### config.mk
export PLATFORM = sky130hd
export DESIGN_NAME = soc_region_table
export DESIGN_NICKNAME = d
export VERILOG_FILES = /design/src/rtl/soc_region_table.sv
export SDC_FILE = /design/constraint.sdc
export NUM_CORES = 2
export LEC_CHECK = 0
export ABC_AREA = 1
export CAP_MARGIN = 20
export CORE_MARGIN = 2
export CORE_UTILIZATION = 40
export CTS_BUF_LIST = sky130_fd_sc_hd__clkbuf_16
export DETAILED_ROUTE_END_ITERATION = 8
export MAX_ROUTING_LAYER = met4
export SYNTH_ARGS = -nofsm -noshare
export SYNTH_HDL_FRONTEND = slang
export SYNTH_SLANG_ARGS = --single-unit
### constraint.sdc
create_clock -name clk_i -period 5.56 [get_ports clk_i]
set_input_delay 1.112 -clock clk_i [delete_from_list [all_inputs] [get_ports clk_i]]
set_output_delay 1.112 -clock clk_i [all_outputs]
set_load 0.05 [all_outputs]
### src/rtl/soc_region_table.sv
// Runtime-programmable address-region table: software fills a shadow table
// through a req/gnt port, a commit copies it atomically into the active table,
// and a one-register lookup pipe decodes addresses against the active table.

// One rule: shadow/active register pair plus its range comparator.
module soc_region_rule #(
    parameter int unsigned          AddrWidth = 64,
    parameter logic [AddrWidth-1:0] RstBase   = '0,
    parameter logic [AddrWidth-1:0] RstLength = '0,
    parameter logic [3:0]           RstAttr   = '0
) (
    input  logic                 clk_i,
    input  logic                 rst_ni,
    input  logic                 we_base_i,
    input  logic                 we_len_i,
    input  logic                 we_attr_i,
    input  logic                 commit_i,
    input  logic [AddrWidth-1:0] wdata_i,
    input  logic [AddrWidth-1:0] lu_addr_i,
    output logic [AddrWidth-1:0] sh_base_o,
    output logic [AddrWidth-1:0] sh_len_o,
    output logic [3:0]           sh_attr_o,
    output logic [3:0]           attr_o,
    output logic                 match_o
);
    logic [AddrWidth-1:0] sh_base_q, sh_len_q, base_q, len_q;
    logic [3:0]           sh_attr_q, attr_q;
    logic [AddrWidth:0]   end_excl;

    // Shadow takes software writes; active copies the whole shadow on commit
    always_ff @(posedge clk_i or negedge rst_ni) begin
        if (!rst_ni) begin
            sh_base_q <= RstBase;
            sh_len_q  <= RstLength;
            sh_attr_q <= RstAttr;
            base_q    <= RstBase;
            len_q     <= RstLength;
            attr_q    <= RstAttr;
        end else begin
            if (we_base_i) sh_base_q <= wdata_i;
            if (we_len_i)  sh_len_q  <= wdata_i;
            if (we_attr_i) sh_attr_q <= wdata_i[3:0];
            if (commit_i) begin
                base_q <= sh_base_q;
                len_q  <= sh_len_q;
                attr_q <= sh_attr_q;
            end
        end
    end

    // One extra bit so a region ending exactly at 2^AddrWidth still covers its top address
    assign end_excl  = {1'b0, base_q} + {1'b0, len_q};
    assign match_o   = attr_q[0] && (len_q != '0) && (lu_addr_i >= base_q) &&
                       ({1'b0, lu_addr_i} < end_excl);
    assign sh_base_o = sh_base_q;
    assign sh_len_o  = sh_len_q;
    assign sh_attr_o = sh_attr_q;
    assign attr_o    = attr_q;
endmodule

module soc_region_table #(
    parameter int unsigned                        NrRules   = 4,
    parameter int unsigned                        AddrWidth = 64,
    parameter logic [NrRules-1:0][AddrWidth-1:0]  RstBase   = '0,
    parameter logic [NrRules-1:0][AddrWidth-1:0]  RstLength = '0,
    parameter logic [NrRules-1:0][3:0]            RstAttr   = '0,
    parameter int unsigned                        CfgAW     = $clog2(3*NrRules+1),
    localparam int unsigned                       IdxW      = (NrRules > 1) ? $clog2(NrRules) : 1
) (
    input  logic                 clk_i,
    input  logic                 rst_ni,
    input  logic                 cfg_req_i,
    input  logic                 cfg_we_i,
    input  logic [CfgAW-1:0]     cfg_addr_i,
    input  logic [63:0]          cfg_wdata_i,
    output logic                 cfg_gnt_o,
    output logic                 cfg_rvalid_o,
    output logic [63:0]          cfg_rdata_o,
    output logic                 cfg_err_o,
    input  logic                 lu_valid_i,
    output logic                 lu_ready_o,
    input  logic [AddrWidth-1:0] lu_addr_i,
    output logic                 lu_valid_o,
    input  logic                 lu_ready_i,
    output logic [IdxW-1:0]      lu_idx_o,
    output logic [3:0]           lu_attr_o,
    output logic                 lu_miss_o
);
    localparam logic [CfgAW-1:0] CtrlAddr = CfgAW'(3*NrRules);

    logic                               lock_q, dirty_q, cfg_rvalid_q, cfg_err_q;
    logic [63:0]                        cfg_rdata_q, rdata_d;
    logic                               lu_valid_q, lu_miss_q;
    logic [IdxW-1:0]                    lu_idx_q, idx_d;
    logic [3:0]                         lu_attr_q, attr_d;
    logic [NrRules-1:0][AddrWidth-1:0]  sh_base, sh_len;
    logic [NrRules-1:0][3:0]            sh_attr, act_attr;
    logic [NrRules-1:0]                 match, we_base, we_len, we_attr;
    logic                               wr_ok, addr_bad, ctrl_sel, commit, rule_wr, err_d, hit;

    assign cfg_gnt_o = cfg_req_i;
    // A locked table swallows every write; the error response reports it
    assign wr_ok    = cfg_req_i && cfg_we_i && !lock_q;
    assign addr_bad = cfg_addr_i > CtrlAddr;
    assign ctrl_sel = cfg_addr_i == CtrlAddr;
    assign commit   = wr_ok && ctrl_sel && cfg_wdata_i[0];
    assign rule_wr  = |{we_base, we_len, we_attr};

    for (genvar r = 0; r < NrRules; r++) begin : g_rule
        assign we_base[r] = wr_ok && (cfg_addr_i == CfgAW'(3*r));
        assign we_len[r]  = wr_ok && (cfg_addr_i == CfgAW'(3*r+1));
        assign we_attr[r] = wr_ok && (cfg_addr_i == CfgAW'(3*r+2));
        soc_region_rule #(
            .AddrWidth (AddrWidth),
            .RstBase   (RstBase[r]),
            .RstLength (RstLength[r]),
            .RstAttr   (RstAttr[r])
        ) u_rule (
            .clk_i     (clk_i),
            .rst_ni    (rst_ni),
            .we_base_i (we_base[r]),
            .we_len_i  (we_len[r]),
            .we_attr_i (we_attr[r]),
            .commit_i  (commit),
            .wdata_i   (cfg_wdata_i[AddrWidth-1:0]),
            .lu_addr_i (lu_addr_i),
            .sh_base_o (sh_base[r]),
            .sh_len_o  (sh_len[r]),
            .sh_attr_o (sh_attr[r]),
            .attr_o    (act_attr[r]),
            .match_o   (match[r])
        );
    end

    // Config read mux over the shadow table and CTRL; writes and bad addresses return zero
    always_comb begin
        rdata_d = '0;
        err_d   = addr_bad || (cfg_we_i && lock_q);
        if (!cfg_we_i && !addr_bad) begin
            if (ctrl_sel) rdata_d = {61'b0, dirty_q, lock_q, 1'b0};
            for (int r = 0; r < int'(NrRules); r++) begin
                if (cfg_addr_i == CfgAW'(3*r))   rdata_d = 64'(sh_base[r]);
                if (cfg_addr_i == CfgAW'(3*r+1)) rdata_d = 64'(sh_len[r]);
                if (cfg_addr_i == CfgAW'(3*r+2)) rdata_d = {60'b0, sh_attr[r]};
            end
        end
    end

    // Config response register plus the sticky lock and dirty flags
    always_ff @(posedge clk_i or negedge rst_ni) begin
        if (!rst_ni) begin
            cfg_rvalid_q <= 1'b0;
            cfg_rdata_q  <= '0;
            cfg_err_q    <= 1'b0;
            lock_q       <= 1'b0;
            dirty_q      <= 1'b0;
        end else begin
            cfg_rvalid_q <= cfg_req_i;
            cfg_rdata_q  <= cfg_req_i ? rdata_d : '0;
            cfg_err_q    <= cfg_req_i && err_d;
            if (wr_ok && ctrl_sel && cfg_wdata_i[1]) lock_q <= 1'b1;
            if (commit)       dirty_q <= 1'b0;
            else if (rule_wr) dirty_q <= 1'b1;
        end
    end

    // Priority encode: scanning downward leaves the lowest matching rule in place
    always_comb begin
        hit    = 1'b0;
        idx_d  = '0;
        attr_d = '0;
        for (int r = int'(NrRules) - 1; r >= 0; r--) begin
            if (match[r]) begin
                hit    = 1'b1;
                idx_d  = IdxW'(r);
                attr_d = act_attr[r];
            end
        end
    end

    assign lu_ready_o = !lu_valid_q || lu_ready_i;

    // Single output register; holds while the consumer stalls
    always_ff @(posedge clk_i or negedge rst_ni) begin
        if (!rst_ni) begin
            lu_valid_q <= 1'b0;
            lu_idx_q   <= '0;
            lu_attr_q  <= '0;
            lu_miss_q  <= 1'b0;
        end else if (lu_ready_o) begin
            lu_valid_q <= lu_valid_i;
            if (lu_valid_i) begin
                lu_idx_q  <= idx_d;
                lu_attr_q <= attr_d;
                lu_miss_q <= !hit;
            end
        end
    end

    assign cfg_rvalid_o = cfg_rvalid_q;
    assign cfg_rdata_o  = cfg_rdata_q;
    assign cfg_err_o    = cfg_err_q;
    assign lu_valid_o   = lu_valid_q;
    assign lu_idx_o     = lu_idx_q;
    assign lu_attr_o    = lu_attr_q;
    assign lu_miss_o    = lu_miss_q;
endmodule

==> results.cfg <==
[grt]
grt-busiest-layer = met2
use_met3_pct = 4.92
grt_pass1_wl_um = 455000
grt_overflow = 0
antenna_found_initial = 9
grt_use_met1_pct = 47.4
grt_pass1_vias = 66100
grt_usage_pct = 34.4
grt_max_degree = 138
gr-usage-met2_pct = 52.1

[synthesis]
ys_types = 63
netlist_instances = 9329
synth_edf_count = 0
ys.flop_type = dfrtp_1
seq_area_frac_synth_pct = 38.9
synth.avg_cell_area_um2 = 7.81
synth_top_area_cell = dfrtp_1
yosysWarnings = 0
synth_nets = 10200
syn_area_um2 = 72800
synth_top_area_share_pct = 38.9
synthArstFlopShare_pct = 100
ys_seq_elements = 1132
synth_area_leaders = dfrtp_1 (39%), ha_1 (13%), nand2_1 (9.1%), o21ai_0 (8.5%), inv_1 (6.7%)

[timing]
relSlewSlack_pct = 24.0
fin_crit_sh_pct = 92.9
layout_setup_ws_ns = 0.397
setup_violations = 0
fin_setup_tns_ns = 0
slew_viol_final = 0
rsz0062_at_grt = false
min_period_ns = 5.16
finalHoldViolations = 0
finClkSkew_ns = 0.0476
worst_hold_slack_ns = 0.347
fmax_ghz = 0.194
worstMarginPinSlew_ns = 1.14

[route]
firstDrtPassIters = 7
ant_nets = 0
vias_per_cell = 5.63
totalWireLength_um = 313000
num_vias = 68200
drc = 0
wl_per_cell_um = 25.9
drt-initial-drc-count = 7287

[worst_setup_path]
critical_path.endpoint = lu_attr_o[1]
cpMaxStageDelayCell = fa_1
r2r-start = g_rule[1].u_rule.base_q[0]
slowest_delay_ns = 0.41
cp-start-kind = flip-flop
r2r_end = lu_attr_o[1]
worstPathMaxFanout = 6
path_common_cell = nand2_1
cp-end-kind = flip-flop
cp-startpoint = g_rule[1].u_rule.base_q[0]
r2r_cells = 29
critPathKind = flip-flop to flip-flop
worstPathRequired_ns = 6.26
ff2ff_setup_slack_ns = 0.40
worstPathArrival_ns = 5.86

[power_and_ir_drop]
powerDensity_nw_per_um2 = 215
total_power_uw = 18000
peakVddDrop_uv = 194
p_leak_uw = 0.0426

[hold_path]
min_path_type = primary input to async pin

[die]
dieArea_um2 = 186000
ios = 214
initial_core_util_pct = 40.3
core.rowCount = 156
die_w_um = 431
die_h_um = 431
fp.coreArea_um2 = 181000

[clock_network]
clkTransAtPathRegs_ns = 0.05
cts_tree = yes
clock_sinks = 1132
cts_made_buffers = 133
htreeDepth = 4
clock_path_buffers = 3
cts_root_buf = clkbuf_16
postCtsHoldBufs = 0
insertion_delay_ns = 0.83
post-cts-setup-buffer-count = 0

[layout]
final_cell_area_um2 = 83500
seq_area_um2 = 28300
num-nets-final = 10500
nFillCells = 18000
syn_to_final_growth_pct = 14.6
multiInputGateArea_um2 = 38600
drive_above_1_share_pct = 6.54

[place]
gp_routability_congestion = 1.06
pre_cts_slack_ns = 0.477
dp_hpwl_um = 252000
place_area_um2 = 79200
io_buffers = 213

[flow_run]
drv_cap = 0

[run_status]
status = finished clean
==> cell usage after synthesis, drive strengths merged (64+ instances only) <==
| library cell | instances |
|---|---|
| dfrtp | 1132 |
| nand4 | 90 |
| a31oi | 80 |
| xor2 | 106 |
| nor4 | 80 |
| nor3 | 66 |
| nand3 | 145 |
| o22ai | 64 |
| inv | 1318 |
| a21oi | 922 |
| o21ai | 1289 |
| nand2 | 1807 |
| o221ai | 72 |
| xnor2 | 137 |
| ha | 764 |
| clkbuf | 289 |
| nor2 | 708 |
==> timing repair <==
action,in CTS,in global routing
resized for setup,0,1
hold endpoints to repair,0,0
endpoints found under the setup margin,0,4
==> power by group <==
group | switching, uW | internal (uW)
Sequential | 4.90 | 8250
Combinational | 771 | 323
Clock | 3730 | 4890
Total | 4500 | 13500
==> worst min-delay path by stage <==
stage and endpoint:
5_1_grt cfg_rdata_o[46], 6_report cfg_rdata_o[46], 3_3_place_gp g_rule[0].u_rule.sh_base_o[16], 2_1_floorplan g_rule[0].u_rule.attr_o[3]
3_5_place_dp lu_idx_o[0], 4_1_cts cfg_rdata_o[46]
==> cell type report <==
cell class	instances	share of cell area (%)
antenna	1	0.00300
multi-input combinational	6582	46.2
sequential	1132	33.9
inverter	1322	5.95
clock inverter	100	1.00
tap	2370	3.55
clock buffer	136	4.08
timing repair buffer	471	5.25
==> flip-flops by register name (all words and copies together), names as in the netlist, 2 cells and up <==
| signal | count |
|---|---|
| g_rule.u_rule.sh_attr_o | 16 |
| lu_idx_o | 2 |
| g_rule.u_rule.base_q | 256 |
| g_rule.u_rule.attr_o | 16 |
| g_rule.u_rule.sh_base_o | 256 |
| g_rule.u_rule.sh_len_o | 256 |
| cfg_rdata_o | 64 |
| g_rule.u_rule.len_q | 256 |
| lu_attr_o | 4 |
==> critical path: cells and delay by family, from the launching register on <==
kind                     cells  cell delay (ns)
AND/OR/NAND/NOR             18             2.13
AO/OA/AOI/OAI                7             1.39
adder cells (fa/ha/maj)      3             0.89
XOR/XNOR                     1             0.20
flip-flops                   1             0.40
==> metal layers <==
metal  vias up  share of wire, %
li1      31800                 -
met1     33400                45
met2      2533                44
met3       432               7.1
met4         0               3.4
met5         -                 0
==> per-stage QoR <==
| stage | std cells | utilization [%] |
|---|---|---|
| 6_report | 12100 | 46.1 |
| 3_3_place_gp | 11900 | 43.8 |
| 2_1_floorplan | 9329 | - |
| 5_1_grt | 12100 | 46.1 |
| 3_5_place_dp | 11900 | 43.8 |
| 4_1_cts | 12100 | 46.1 |
==> cell families (layout without fill, tap and decap cells) <==
kind of cell	count (synthesis)	after routing	synth area share (%)
AND/OR/NAND/NOR	2923	2923	16.6
buffers and inverters	1615	2029	8.33
other	0	1	0
flip-flops	1132	1132	38.9
multiplexers	24	24	0.371
AO/OA/AOI/OAI	2624	2624	19.7
adder cells (fa/ha/maj)	768	768	13.2
XOR/XNOR	243	243	2.92
==> layout by cell type (no fill, tap or decap), types with 80 or more instances in the layout <==
cell	synthesis	layout
xnor2_1	137	137
o21ai_0	1237	1237
a21oi_1	897	897
clkdlybuf4s50_1	0	212
nand4_1	89	89
ha_1	764	764
xor2_1	106	106
nand3_1	134	133
inv_1	1300	1316
a31oi_1	80	80
dfrtp_1	1132	1132
clkbuf_16	0	136
nor2_1	684	681
nand2_1	1772	1764
buf_4	1	232
Note: power is estimated with default switching activity, not from simulation.
